==> src/rtl/vend_pkg.sv <==
// Shared types and elaboration helpers for the vending controller.
package vend_pkg;

   typedef enum logic [2:0] {
      StIdle,
      StPay,
      StDispense,
      StChange,
      StRefund
   } vend_state_e;

   // Upper bounds for the packed price vector handed to the helpers below.
   localparam int unsigned PricesMaxW = 128;
   localparam int unsigned MaxCreditW = 16;

   // Extract price slice idx (width bits wide) from the packed price vector.
   function automatic int unsigned price_of(input logic [PricesMaxW-1:0] prices,
                                            input int unsigned idx,
                                            input int unsigned width);
      logic [PricesMaxW-1:0] mask;
      logic [PricesMaxW-1:0] slice;
      mask  = (PricesMaxW'(1) << width) - PricesMaxW'(1);
      slice = (prices >> (idx * width)) & mask;
      return slice[31:0];
   endfunction

   // Credit must hold the largest price plus the largest coin minus one; prices nonzero.
   function automatic bit cfg_ok(input logic [PricesMaxW-1:0] prices,
                                 input int unsigned num_prod,
                                 input int unsigned coin_w,
                                 input int unsigned credit_w);
      int unsigned max_price;
      int unsigned p;
      if (num_prod < 1 || num_prod > 8) return 1'b0;
      if (credit_w > MaxCreditW || coin_w > MaxCreditW) return 1'b0;
      if (num_prod * credit_w > PricesMaxW) return 1'b0;
      max_price = 0;
      for (int unsigned i = 0; i < num_prod; i++) begin
         p = price_of(prices, i, credit_w);
         if (p == 0) return 1'b0;
         if (p > max_price) max_price = p;
      end
      return (max_price + ((1 << coin_w) - 1) - 1) < (1 << credit_w);
   endfunction

endpackage

==> src/rtl/vend_stock_bank.sv <==
// Per-product stock counters with bulk load, one-hot decrement and sold-out flags.
module vend_stock_bank #(
   parameter int unsigned        NUM_PROD   = 3,
   parameter int unsigned        STOCK_W    = 4,
   parameter logic [STOCK_W-1:0] INIT_STOCK = STOCK_W'(3)
) (
   input  logic                clk_i,
   input  logic                load_i,
   input  logic [NUM_PROD-1:0] dec_i,
   output logic [NUM_PROD-1:0] sold_out_o
);

   logic [STOCK_W-1:0]  stock_q [NUM_PROD];
   logic [STOCK_W-1:0]  stock_d [NUM_PROD];
   logic [NUM_PROD-1:0] sold_out_q;

   // Next stock: load wins, decrement saturates at zero.
   always_comb begin
      for (int i = 0; i < NUM_PROD; i++) begin
         stock_d[i] = stock_q[i];
         if (load_i) begin
            stock_d[i] = INIT_STOCK;
         end else if (dec_i[i] && stock_q[i] != '0) begin
            stock_d[i] = stock_q[i] - 1'b1;
         end
      end
   end

   // Counters and registered sold-out flags; the load input doubles as reset.
   always_ff @(posedge clk_i) begin
      for (int i = 0; i < NUM_PROD; i++) begin
         stock_q[i]    <= stock_d[i];
         sold_out_q[i] <= (stock_d[i] == '0);
      end
   end

   assign sold_out_o = sold_out_q;

endmodule

==> src/rtl/vend_ctrl_n.sv <==
// N-product vending controller: selection, coin credit, dispense, change, refund, timeout.
module vend_ctrl_n
   import vend_pkg::*;
#(
   parameter int unsigned                   NUM_PROD    = 3,
   parameter int unsigned                   COIN_W      = 3,
   parameter int unsigned                   CREDIT_W    = 5,
   parameter logic [NUM_PROD*CREDIT_W-1:0]  PRICES      = {5'd5, 5'd3, 5'd2},
   parameter int unsigned                   STOCK_W     = 4,
   parameter logic [STOCK_W-1:0]            INIT_STOCK  = 4'd3,
   parameter int unsigned                   TIMEOUT_CYC = 1000
) (
   input  logic                clk,
   input  logic                reset,
   input  logic [NUM_PROD-1:0] btn,
   input  logic                coin_valid,
   input  logic [COIN_W-1:0]   coin_value,
   input  logic                cancel,
   input  logic                restock,
   output logic                coin_ready,
   output logic [NUM_PROD-1:0] selected,
   output logic [CREDIT_W-1:0] credit,
   output logic [NUM_PROD-1:0] product,
   output logic                delivered,
   output logic                change_valid,
   output logic [CREDIT_W-1:0] change_value,
   output logic [NUM_PROD-1:0] sold_out
);

   localparam bit          CfgOk  = cfg_ok(PricesMaxW'(PRICES), NUM_PROD, COIN_W, CREDIT_W);
   localparam int unsigned TimerW = $clog2(TIMEOUT_CYC + 1);

   if (!CfgOk) begin : g_cfg_err
      $error("vend_ctrl_n: PRICES contains a zero price or CREDIT_W is too narrow");
   end

   vend_state_e         state_q;
   logic [CREDIT_W-1:0] credit_q;
   logic [NUM_PROD-1:0] selected_q;
   logic [NUM_PROD-1:0] product_q;
   logic                delivered_q;
   logic                change_valid_q;
   logic [CREDIT_W-1:0] change_value_q;
   logic                coin_ready_q;
   logic [TimerW-1:0]   timer_q;

   logic [CREDIT_W-1:0] price_sel;
   logic [CREDIT_W-1:0] credit_sum;
   logic [NUM_PROD-1:0] pick;
   logic                timed_out;
   logic                stock_load;
   logic [NUM_PROD-1:0] stock_dec;

   // Price of the latched product, new credit, and lowest-index available button.
   always_comb begin
      price_sel = '0;
      for (int i = 0; i < NUM_PROD; i++) begin
         if (selected_q[i]) begin
            price_sel = price_sel | CREDIT_W'(price_of(PricesMaxW'(PRICES), i, CREDIT_W));
         end
      end
      credit_sum = credit_q + (coin_valid ? CREDIT_W'(coin_value) : '0);
      pick = '0;
      for (int i = NUM_PROD - 1; i >= 0; i--) begin
         if (btn[i] && !sold_out[i]) begin
            pick    = '0;
            pick[i] = 1'b1;
         end
      end
      timed_out  = !coin_valid && (timer_q == TimerW'(TIMEOUT_CYC - 1));
      stock_load = !reset || (state_q == StIdle && restock);
      stock_dec  = (state_q == StDispense) ? selected_q : '0;
   end

   // Main FSM with registered outputs; pulses default low every cycle.
   always_ff @(posedge clk) begin
      if (!reset) begin
         state_q        <= StIdle;
         credit_q       <= '0;
         selected_q     <= '0;
         product_q      <= '0;
         delivered_q    <= 1'b0;
         change_valid_q <= 1'b0;
         change_value_q <= '0;
         coin_ready_q   <= 1'b0;
         timer_q        <= '0;
      end else begin
         product_q      <= '0;
         delivered_q    <= 1'b0;
         change_valid_q <= 1'b0;
         coin_ready_q   <= 1'b0;
         unique case (state_q)
            StIdle: begin
               timer_q <= '0;
               if (pick != '0) begin
                  selected_q   <= pick;
                  coin_ready_q <= 1'b1;
                  state_q      <= StPay;
               end
            end
            StPay: begin
               credit_q <= credit_sum;
               timer_q  <= coin_valid ? '0 : timer_q + 1'b1;
               // Cancel beats a completing coin; the refund includes that coin.
               if (cancel || timed_out) begin
                  change_valid_q <= 1'b1;
                  change_value_q <= credit_sum;
                  state_q        <= StRefund;
               end else if (credit_sum >= price_sel) begin
                  product_q   <= selected_q;
                  delivered_q <= 1'b1;
                  state_q     <= StDispense;
               end else begin
                  coin_ready_q <= 1'b1;
               end
            end
            StDispense: begin
               if (credit_q > price_sel) begin
                  change_valid_q <= 1'b1;
                  change_value_q <= credit_q - price_sel;
                  state_q        <= StChange;
               end else begin
                  credit_q   <= '0;
                  selected_q <= '0;
                  state_q    <= StIdle;
               end
            end
            StChange, StRefund: begin
               credit_q   <= '0;
               selected_q <= '0;
               state_q    <= StIdle;
            end
            default: begin
               state_q <= StIdle;
            end
         endcase
      end
   end

   vend_stock_bank #(
      .NUM_PROD   (NUM_PROD),
      .STOCK_W    (STOCK_W),
      .INIT_STOCK (INIT_STOCK)
   ) u_stock (
      .clk_i      (clk),
      .load_i     (stock_load),
      .dec_i      (stock_dec),
      .sold_out_o (sold_out)
   );

   assign coin_ready   = coin_ready_q;
   assign selected     = selected_q;
   assign credit       = credit_q;
   assign product      = product_q;
   assign delivered    = delivered_q;
   assign change_valid = change_valid_q;
   assign change_value = change_value_q;

endmodule
==> config.mk <==
export PLATFORM = sky130hd
export DESIGN_NAME = vend_ctrl_n
export DESIGN_NICKNAME = d
export VERILOG_FILES = /design/src/rtl/vend_pkg.sv /design/src/rtl/vend_stock_bank.sv /design/src/rtl/vend_ctrl_n.sv
export SDC_FILE = /design/constraint.sdc
export NUM_CORES = 1
export LEC_CHECK = 0
export CORE_MARGIN = 2
export CORE_UTILIZATION = 25
export CTS_BUF_LIST = sky130_fd_sc_hd__clkbuf_4
export CTS_CLUSTER_SIZE = 40
export DETAILED_ROUTE_END_ITERATION = 10
export DONT_BUFFER_PORTS = 1
export SYNTH_ARGS = -nofsm -noshare
export SYNTH_HDL_FRONTEND = slang
export SYNTH_SLANG_ARGS = --single-unit
==> constraint.sdc <==
create_clock -name clk -period 2.5 [get_ports clk]
set_input_delay 0.25 -clock clk [delete_from_list [all_inputs] [get_ports clk]]
set_output_delay 0.25 -clock clk [all_outputs]
set_load 0.01 [all_outputs]
==> results of run 1 <==
[power breakdown]
| group | internal [mW] | switching [mW] | total, mW | leakage (nW) |
|---|---|---|---|---|
| clock network | 0.116 | 0.267 | 0.383 | 0.0360 |
| registers | 0.782 | 0.0424 | 0.824 | 0.381 |
| logic | 0.177 | 0.249 | 0.427 | 0.764 |
[cell families after synthesis]
family / synth area share (%)
XOR/XNOR: 4.660
flip-flops: 35.76
AND/OR/NAND/NOR: 25.58
AO/OA/AOI/OAI: 18.17
adder cells (fa/ha/maj): 7.703
multiplexers: 3.043
buffers and inverters: 5.088
[layer usage]
layer | global-route usage, % | up-vias
li1 | - | 1121
met1 | 13.18 | 1075
met2 | 19.06 | 34
met3 | 2.492 | 5
met4 | 3.340 | 0
met5 | 0 | -
[final timing paths]
check	slack, ps	end	cells after the start
worst max-delay path	20	coin_ready	9
worst max register to register	20	coin_ready	9
worst min-delay path	30	selected[0]	2
worst min register to register	500	product[1]	2
[cells in the final DEF (no fill, tap or decap), types with 3 or more instances in the layout]
| cell | n |
|---|---|
| dfxtp_1 | 46 |
| nor2_1 | 33 |
| nand2_1 | 29 |
| inv_1 | 19 |
| a21oi_1 | 17 |
| nand3_1 | 11 |
| ha_1 | 11 |
| nor3_1 | 10 |
| buf_4 | 10 |
| o21ai_0 | 8 |
| a31oi_1 | 8 |
| mux2i_1 | 8 |
| xor2_1 | 7 |
| xnor2_1 | 7 |
| and3_1 | 6 |
| and2_1 | 5 |
| a21o_1 | 5 |
| nor2b_1 | 5 |
| clkbuf_4 | 5 |
| a311oi_1 | 4 |
| o21ai_1 | 4 |
| o211ai_1 | 3 |
| nor4b_1 | 3 |
| o31ai_1 | 3 |
| o221ai_1 | 3 |
| nor3b_1 | 3 |
[sequential cells by signal, summed over array words and instances, names as in the netlist]
name / flops
u_stock.stock_q: 12
timer_q: 10
change_value: 5
credit: 5
product: 3
selected: 3
state_q: 3
u_stock.sold_out_o: 3
change_valid: 1
coin_ready: 1
delivered: 1
[final cells by class]
class | instances | area, um2
Fill cell | 1119 | 7340
Multi-Input combinational cell | 233 | 1589
Sequential cell | 47 | 942.2
Tap cell | 136 | 170.2
Timing Repair Buffer | 12 | 95.09
Inverter | 21 | 78.83
Clock buffer | 5 | 37.54
Clock inverter | 3 | 22.52
Antenna cell | 1 | 2.502
[per-stage QoR]
step | instances | setup TNS, ps | setup WS (ps)
4_1_cts | 456 | 0 | 37.17
3_3_place_gp | 447 | 0 | 80.37
3_5_place_dp | 447 | 0 | 62.83
6_report | 458 | 0 | 21.38
5_1_grt | 458 | -121.3 | -44.75
2_1_floorplan | 313 | 0 | 85.65
[timing repair]
item | 4_1_cts | 5_1_grt
setup endpoints to repair | 0 | 3
resized for setup | 0 | 7
hold buffers | 1 | 1
hold endpoints to repair | 3 | 1
==> qor.csv, run 1 <==
stage,metric,value,unit
logic_synthesis,yosysWarnings,0,
setup_path,cp_slowest_stage_delay,550,ps
clock_network,clkTransAtPathRegs,160,ps
logic_synthesis,synth_area_leaders,"dfxtp_1, ha_1, nor2_1, nand2_1, a21oi_1",
logic_synthesis,synth_seq_cells,47,
die,io-pin-count,33,
setup_path,cpMaxStageDelayCell,fa_2,
global_route,grt_antenna_before_repair,1,
setup_path,start_kind,flop,
setup_path,cp-startpoint,credit[0],
die,rows,37,
placed_design,dpl_cell_area,0.002826,mm2
timing,finalMaxSlewViolations,0,
setup_path,worstPathMaxFanout,3,
status,status,completed,
clock_network,htreeDepth,2,
power_and_ir_drop,total_leakage_power,1.181,nW
global_route,grt_max_degree,21,
final_layout,fin_area,0.002938,mm2
timing,rsz0062_at_grt,true,
route,dr_wl_met2,3.034,mm
clock_network,cts_tree,yes,
setup_path,crit_arrival,2760,ps
power_and_ir_drop,peakVddDrop,223.9,uV
run,cap_viol_max_count,0,
setup_path,criticalPathCategory,reg2reg,
hold_path,hp-start,reset,
die,die_area,0.01136,mm2
global_route,track_usage,10.88,%
logic_synthesis,synth.avg_cell_area,8.407,um2
die,initial_core_util,25.60,%
clock_network,clockBufferDepth,2,
logic_synthesis,netlist.area_leader.share,35.76,%
setup_path,cpLargestDelayFamily,adder cells,
route,initialDrtViolationCount,51,
placed_design,gp_congestion,0.8278,
logic_synthesis,yosysMostFrequentCell,dfxtp_1,
clock_network,cts_inserted_buffers,5,
timing,hold_violations,0,
timing,fmax,0.4035,GHz
setup_path,cp-end-kind,flop,
route,via_count,2235,
setup_path,reg2reg_from,credit[0],
final_layout,nets,346,
setup_path,crit_chain,ha_4 > inv_2 > fa_2 > inv_2 > ha_4 > a21o_1 > a21o_1 > or4_4 > a211oi_2,
timing,maxSlewHeadroom,54.00,%
route,route.met3.wl,272,um
final_layout,drive_above_1_share,12.46,%
global_route,grt_remaining_overflow,0,
timing,clock_skew,16.91,ps
logic_synthesis,syn_nets,339,
route,routed.top_layer,met4,
logic_synthesis,synthArstFlopShare,0,%
setup_path,required,2780,ps
logic_synthesis,syn_area,0.002631,mm2
clock_network,cts_root_buffer,clkbuf_4,
route,drc,0,
global_route,grt_pass1_wl,10.03,mm
die,die_width,106.6,um
timing,period_minus_slack,2479,ps
setup_path,cp.buffers_inverters,2,
final_layout,final_core_util,28.59,%
timing,setup_viol,0,
placed_design,port_buffers,0,
clock_network,cts_setup_buffers,0,
route,drtAntennaViolNets,0,
logic_synthesis,ys.flop_type,dfxtp_1,
clock_network,clock_latency,370,ps
logic_synthesis,yosys.area.top_type,dfxtp_1,
clock_network,clock-sinks,47,
route,finalWirelength,6.138,mm
power_and_ir_drop,powerDensity,556.3,mW/mm2
placed_design,place_hpwl,4.533,mm
route,viasPerCell,4.880,
logic_synthesis,synth_edf_count,0,
route,wl_per_cell,13.40,um
logic_synthesis,yosysSeqAreaShare,35.76,%
route,drtPass1Iterations,4,
route,m1WireLength,2.745,mm
logic_synthesis,ys_top_cells_by_count,"dfxtp_1, nor2_1, nand2_1, inv_1, a21oi_1",
hold_path,hold_class,in2reg,
logic_synthesis,syn_inst,313,
die,die_h,106.6,um
timing,holdWs,26.99,ps
timing,period_share,99.14,%
final_layout,area_growth,11.65,%
die,coreArea,0.01028,mm2
logic_synthesis,ys_types,57,
timing,tightestPinTransition,689.2,ps
power_and_ir_drop,total_power,1.634,mW
global_route,grt_pass1_vias,2089,
(Power assumes the default switching activity.)
==> inputs of run 2 (changes only) <==
CORE_MARGIN = 4   (was 2)
clock period = 3.2 ns   (was 2.5 ns; I/O delays follow)
==> run 2 against run 1 <==
Sequential power shrank 20%. Global-route usage shrank 0.85 points. Fmax shrank 4.9%. Cell area shrank 3.4%. Combinational power shrank 31%. Non-clock buffer count shrank 11. Largest cell class unchanged. Routed wire length shrank 2.5%. Critical endpoint unchanged. Setup slack gained 570 ps. Die area grew 7.6%. Sequential cell count is the same. Cell count shrank 2.6%. Clock power shrank 6.5%.
==> qor.csv, run 2 (synthesized netlist as in run 1, its figures left out) <==
stage,metric,value,unit,change
power_and_ir_drop,total_power,1.307,mW,-20%
clock_network,ctsResizeCount,0,,unchanged
setup_path,criticalPathCategory,reg2reg,,
clock_network,cts_setup_buffers,0,,unchanged
clock_network,cts_root_buffer,clkbuf_4,,
clock_network,clkTransAtPathRegs,150,ps,about the same
global_route,grt_remaining_overflow,0,,unchanged
timing,fmax,0.3836,GHz,-4.9%
placed_design,dpl_cell_area,0.002759,mm2,-2.4%
final_layout,final_common_cell,dfxtp_1,,
power_and_ir_drop,power_switching,412.7,uW,-26%
clock_network,clock-sinks,47,,unchanged
setup_path,cpMaxStageDelayCell,dfxtp_1,,
route,via_count,2150,,-3.8%
setup_path,start_kind,flop,,
power_and_ir_drop,p_clk_share,27.4,%,+3.9 points
final_layout,final_core_util,27.62,%,-0.96 points
global_route,grt_antenna_before_repair,0,,-1
timing,period_share,81.47,%,-18 points
timing,maxSlewHeadroom,53.88,%,-0.12 points
global_route,grt_pass1_wl,10.34,mm,+3.2%
route,wl_per_cell,13.42,um,+0.11%
timing,tns,0,ps,unchanged
timing,tightestPinTransition,691.1,ps,+1.859 ps
route,finalWirelength,5.984,mm,-2.5%
hold_path,hold_class,in2reg,,
clock_network,cts-hold-fix-buffers,0,,-1
final_layout,top_regs,"u_stock.stock_q (12), timer_q (10)",,
setup_path,cp.buffers_inverters,2,,unchanged
power_and_ir_drop,peakVddDrop,188.8,uV,-16%
clock_network,clockBufferDepth,2,,unchanged
timing,hold_violations,0,,unchanged
final_layout,nets,335,,-3.2%
clock_network,htreeDepth,2,,unchanged
die,die_h,110.6,um,+3.8%
timing,rsz0062_at_grt,false,,
clock_network,clock_latency,350,ps,-20 ps
global_route,grt_pass1_vias,2083,,-0.29%
setup_path,required,3480,ps,+700 ps
final_layout,top_register,u_stock.stock_q,,
die,io-pin-count,33,,unchanged
setup_path,cp_slowest_stage_delay,500,ps,-50 ps
power_and_ir_drop,total_leakage_power,1.136,nW,-3.8%
timing,holdWs,74.63,ps,+47.64 ps
clock_network,cts_tree,yes,,
power_and_ir_drop,p_int,894.6,uW,-17%
clock_network,cts_inserted_buffers,5,,unchanged
route,drtPass1Iterations,4,,unchanged
status,status,completed,,
setup_path,worstPathMaxFanout,5,,+2
route,drtAntennaViolNets,0,,unchanged
final_layout,area_growth,7.893,%,
timing,period_minus_slack,2607,ps,+128.4 ps
global_route,grt_max_degree,21,,unchanged
placed_design,gp_congestion,0.8423,,+1.8%
setup_path,path_common_cell,inv_1,,
die,die_width,110.6,um,+3.8%
die,coreArea,0.01028,mm2,unchanged
power_and_ir_drop,combPwrFrac,22.4,%,-3.7 points
global_route,track_usage,10.03,%,-0.85 points
route,initialDrtViolationCount,128,,+150%
final_layout,final_cell_mix,"dfxtp_1, nor2_1, nand2_1, inv_1, a21oi_1",,
die,rows,37,,unchanged
final_layout,diodes,0,,-1
setup_path,cp-end-kind,flop,,
setup_path,crit_chain,inv_1 > fa_1 > xor2_1 > inv_1 > ha_1 > a21o_1 > or4_4 > a211oi_2,,
power_and_ir_drop,power.share.switching,31.57,%,-2.6 points
final_layout,fin_area,0.002839,mm2,-3.4%
placed_design,place_hpwl,4.594,mm,+1.3%
final_layout,largest_register_ffs,12,,unchanged
power_and_ir_drop,seqPwrFrac,50.2,%,-0.2 points
setup_path,cpLargestDelayFamily,adder cells,,
run,cap_viol_max_count,0,,unchanged
die,die_area,0.01223,mm2,+7.6%
timing,finalMaxSlewViolations,0,,unchanged
placed_design,port_buffers,0,,unchanged
route,viasPerCell,4.821,,-1.2%
setup_path,crit_arrival,2890,ps,+130 ps
timing,setup_viol,0,,unchanged
die,initial_core_util,25.60,%,unchanged
timing,clock_skew,17.48,ps,+0.5730 ps
power_and_ir_drop,powerDensity,460.5,mW/mm2,-17%
final_layout,drive_above_1_share,7.742,%,-4.7 points
route,drc,0,,unchanged
[run 2: cell count changes in the layout (fill, tap and decap cells not counted), sizes merged]
cell         delta
buf             -9
bufinv          +1
diode           -1
inv             -1
dlygate4sd3     -2
[run 2: power groups by stage]
| stage | combinational, mW | clock [mW] | sequential (mW) |
|---|---|---|---|
| 2_1_floorplan | 0.249 | 0 | 0.650 |
| 6_report | 0.293 | 0.358 | 0.656 |
| 3_5_place_dp | 0.291 | 0 | 0.671 |
| 4_1_cts | 0.293 | 0.378 | 0.658 |
| 3_3_place_gp | 0.288 | 0 | 0.670 |
| 5_1_grt | 0.331 | 0.404 | 0.664 |
[run 2: final timing paths]
| check | start | end | slack [ps] | cells after the start |
|---|---|---|---|---|
| worst max-delay path | credit[1] | coin_ready | 590 | 8 |
| worst min-delay path | reset | credit[3] | 70 | 1 |
| worst max register to register | credit[1] | coin_ready | 590 | 8 |
| worst min register to register | timer_q[9] | timer_q[9] | 480 | 1 |
[run 2: metrics by stage]
| stage | setup WS (ps) | cells |
|---|---|---|
| final | 593.0 | 446 |
| after global routing | 332.2 | 446 |
| after CTS | 563.8 | 446 |
| after detailed placement | 605.3 | 438 |
| after global placement | 686.3 | 438 |
| after floorplan | 785.6 | 313 |
[run 2: metal layers]
| layer | vias to the layer above | track usage, % | wire, um | part of all wire (%) |
|---|---|---|---|---|
| met5 | - | 0 | 0 | 0 |
| met1 | 997 | 12.00 | 2734 | 46 |
| met4 | 0 | 3.284 | 89 | 1.5 |
| li1 | 1108 | - | - | - |
| met2 | 39 | 17.07 | 2808 | 47 |
| met3 | 6 | 3.068 | 351 | 5.9 |
[run 2: worst register-to-register path: stages (launching register included)]
cell and delay, ps:
dfxtp_1 500, inv_1 150, fa_1 490, xor2_1 250, inv_1 80, ha_1 280, a21o_1 170, or4_4 430
a211oi_2 180
[run 2: final cells by class]
class | instances | area, um2
Fill cell | 1139 | 7438
Sequential cell | 47 | 940.9
Inverter | 21 | 78.83
Timing Repair Buffer | 1 | 7.507
Multi-Input combinational cell | 233 | 1562
Tap cell | 136 | 170.2
Clock buffer | 5 | 37.54
Clock inverter | 3 | 42.54
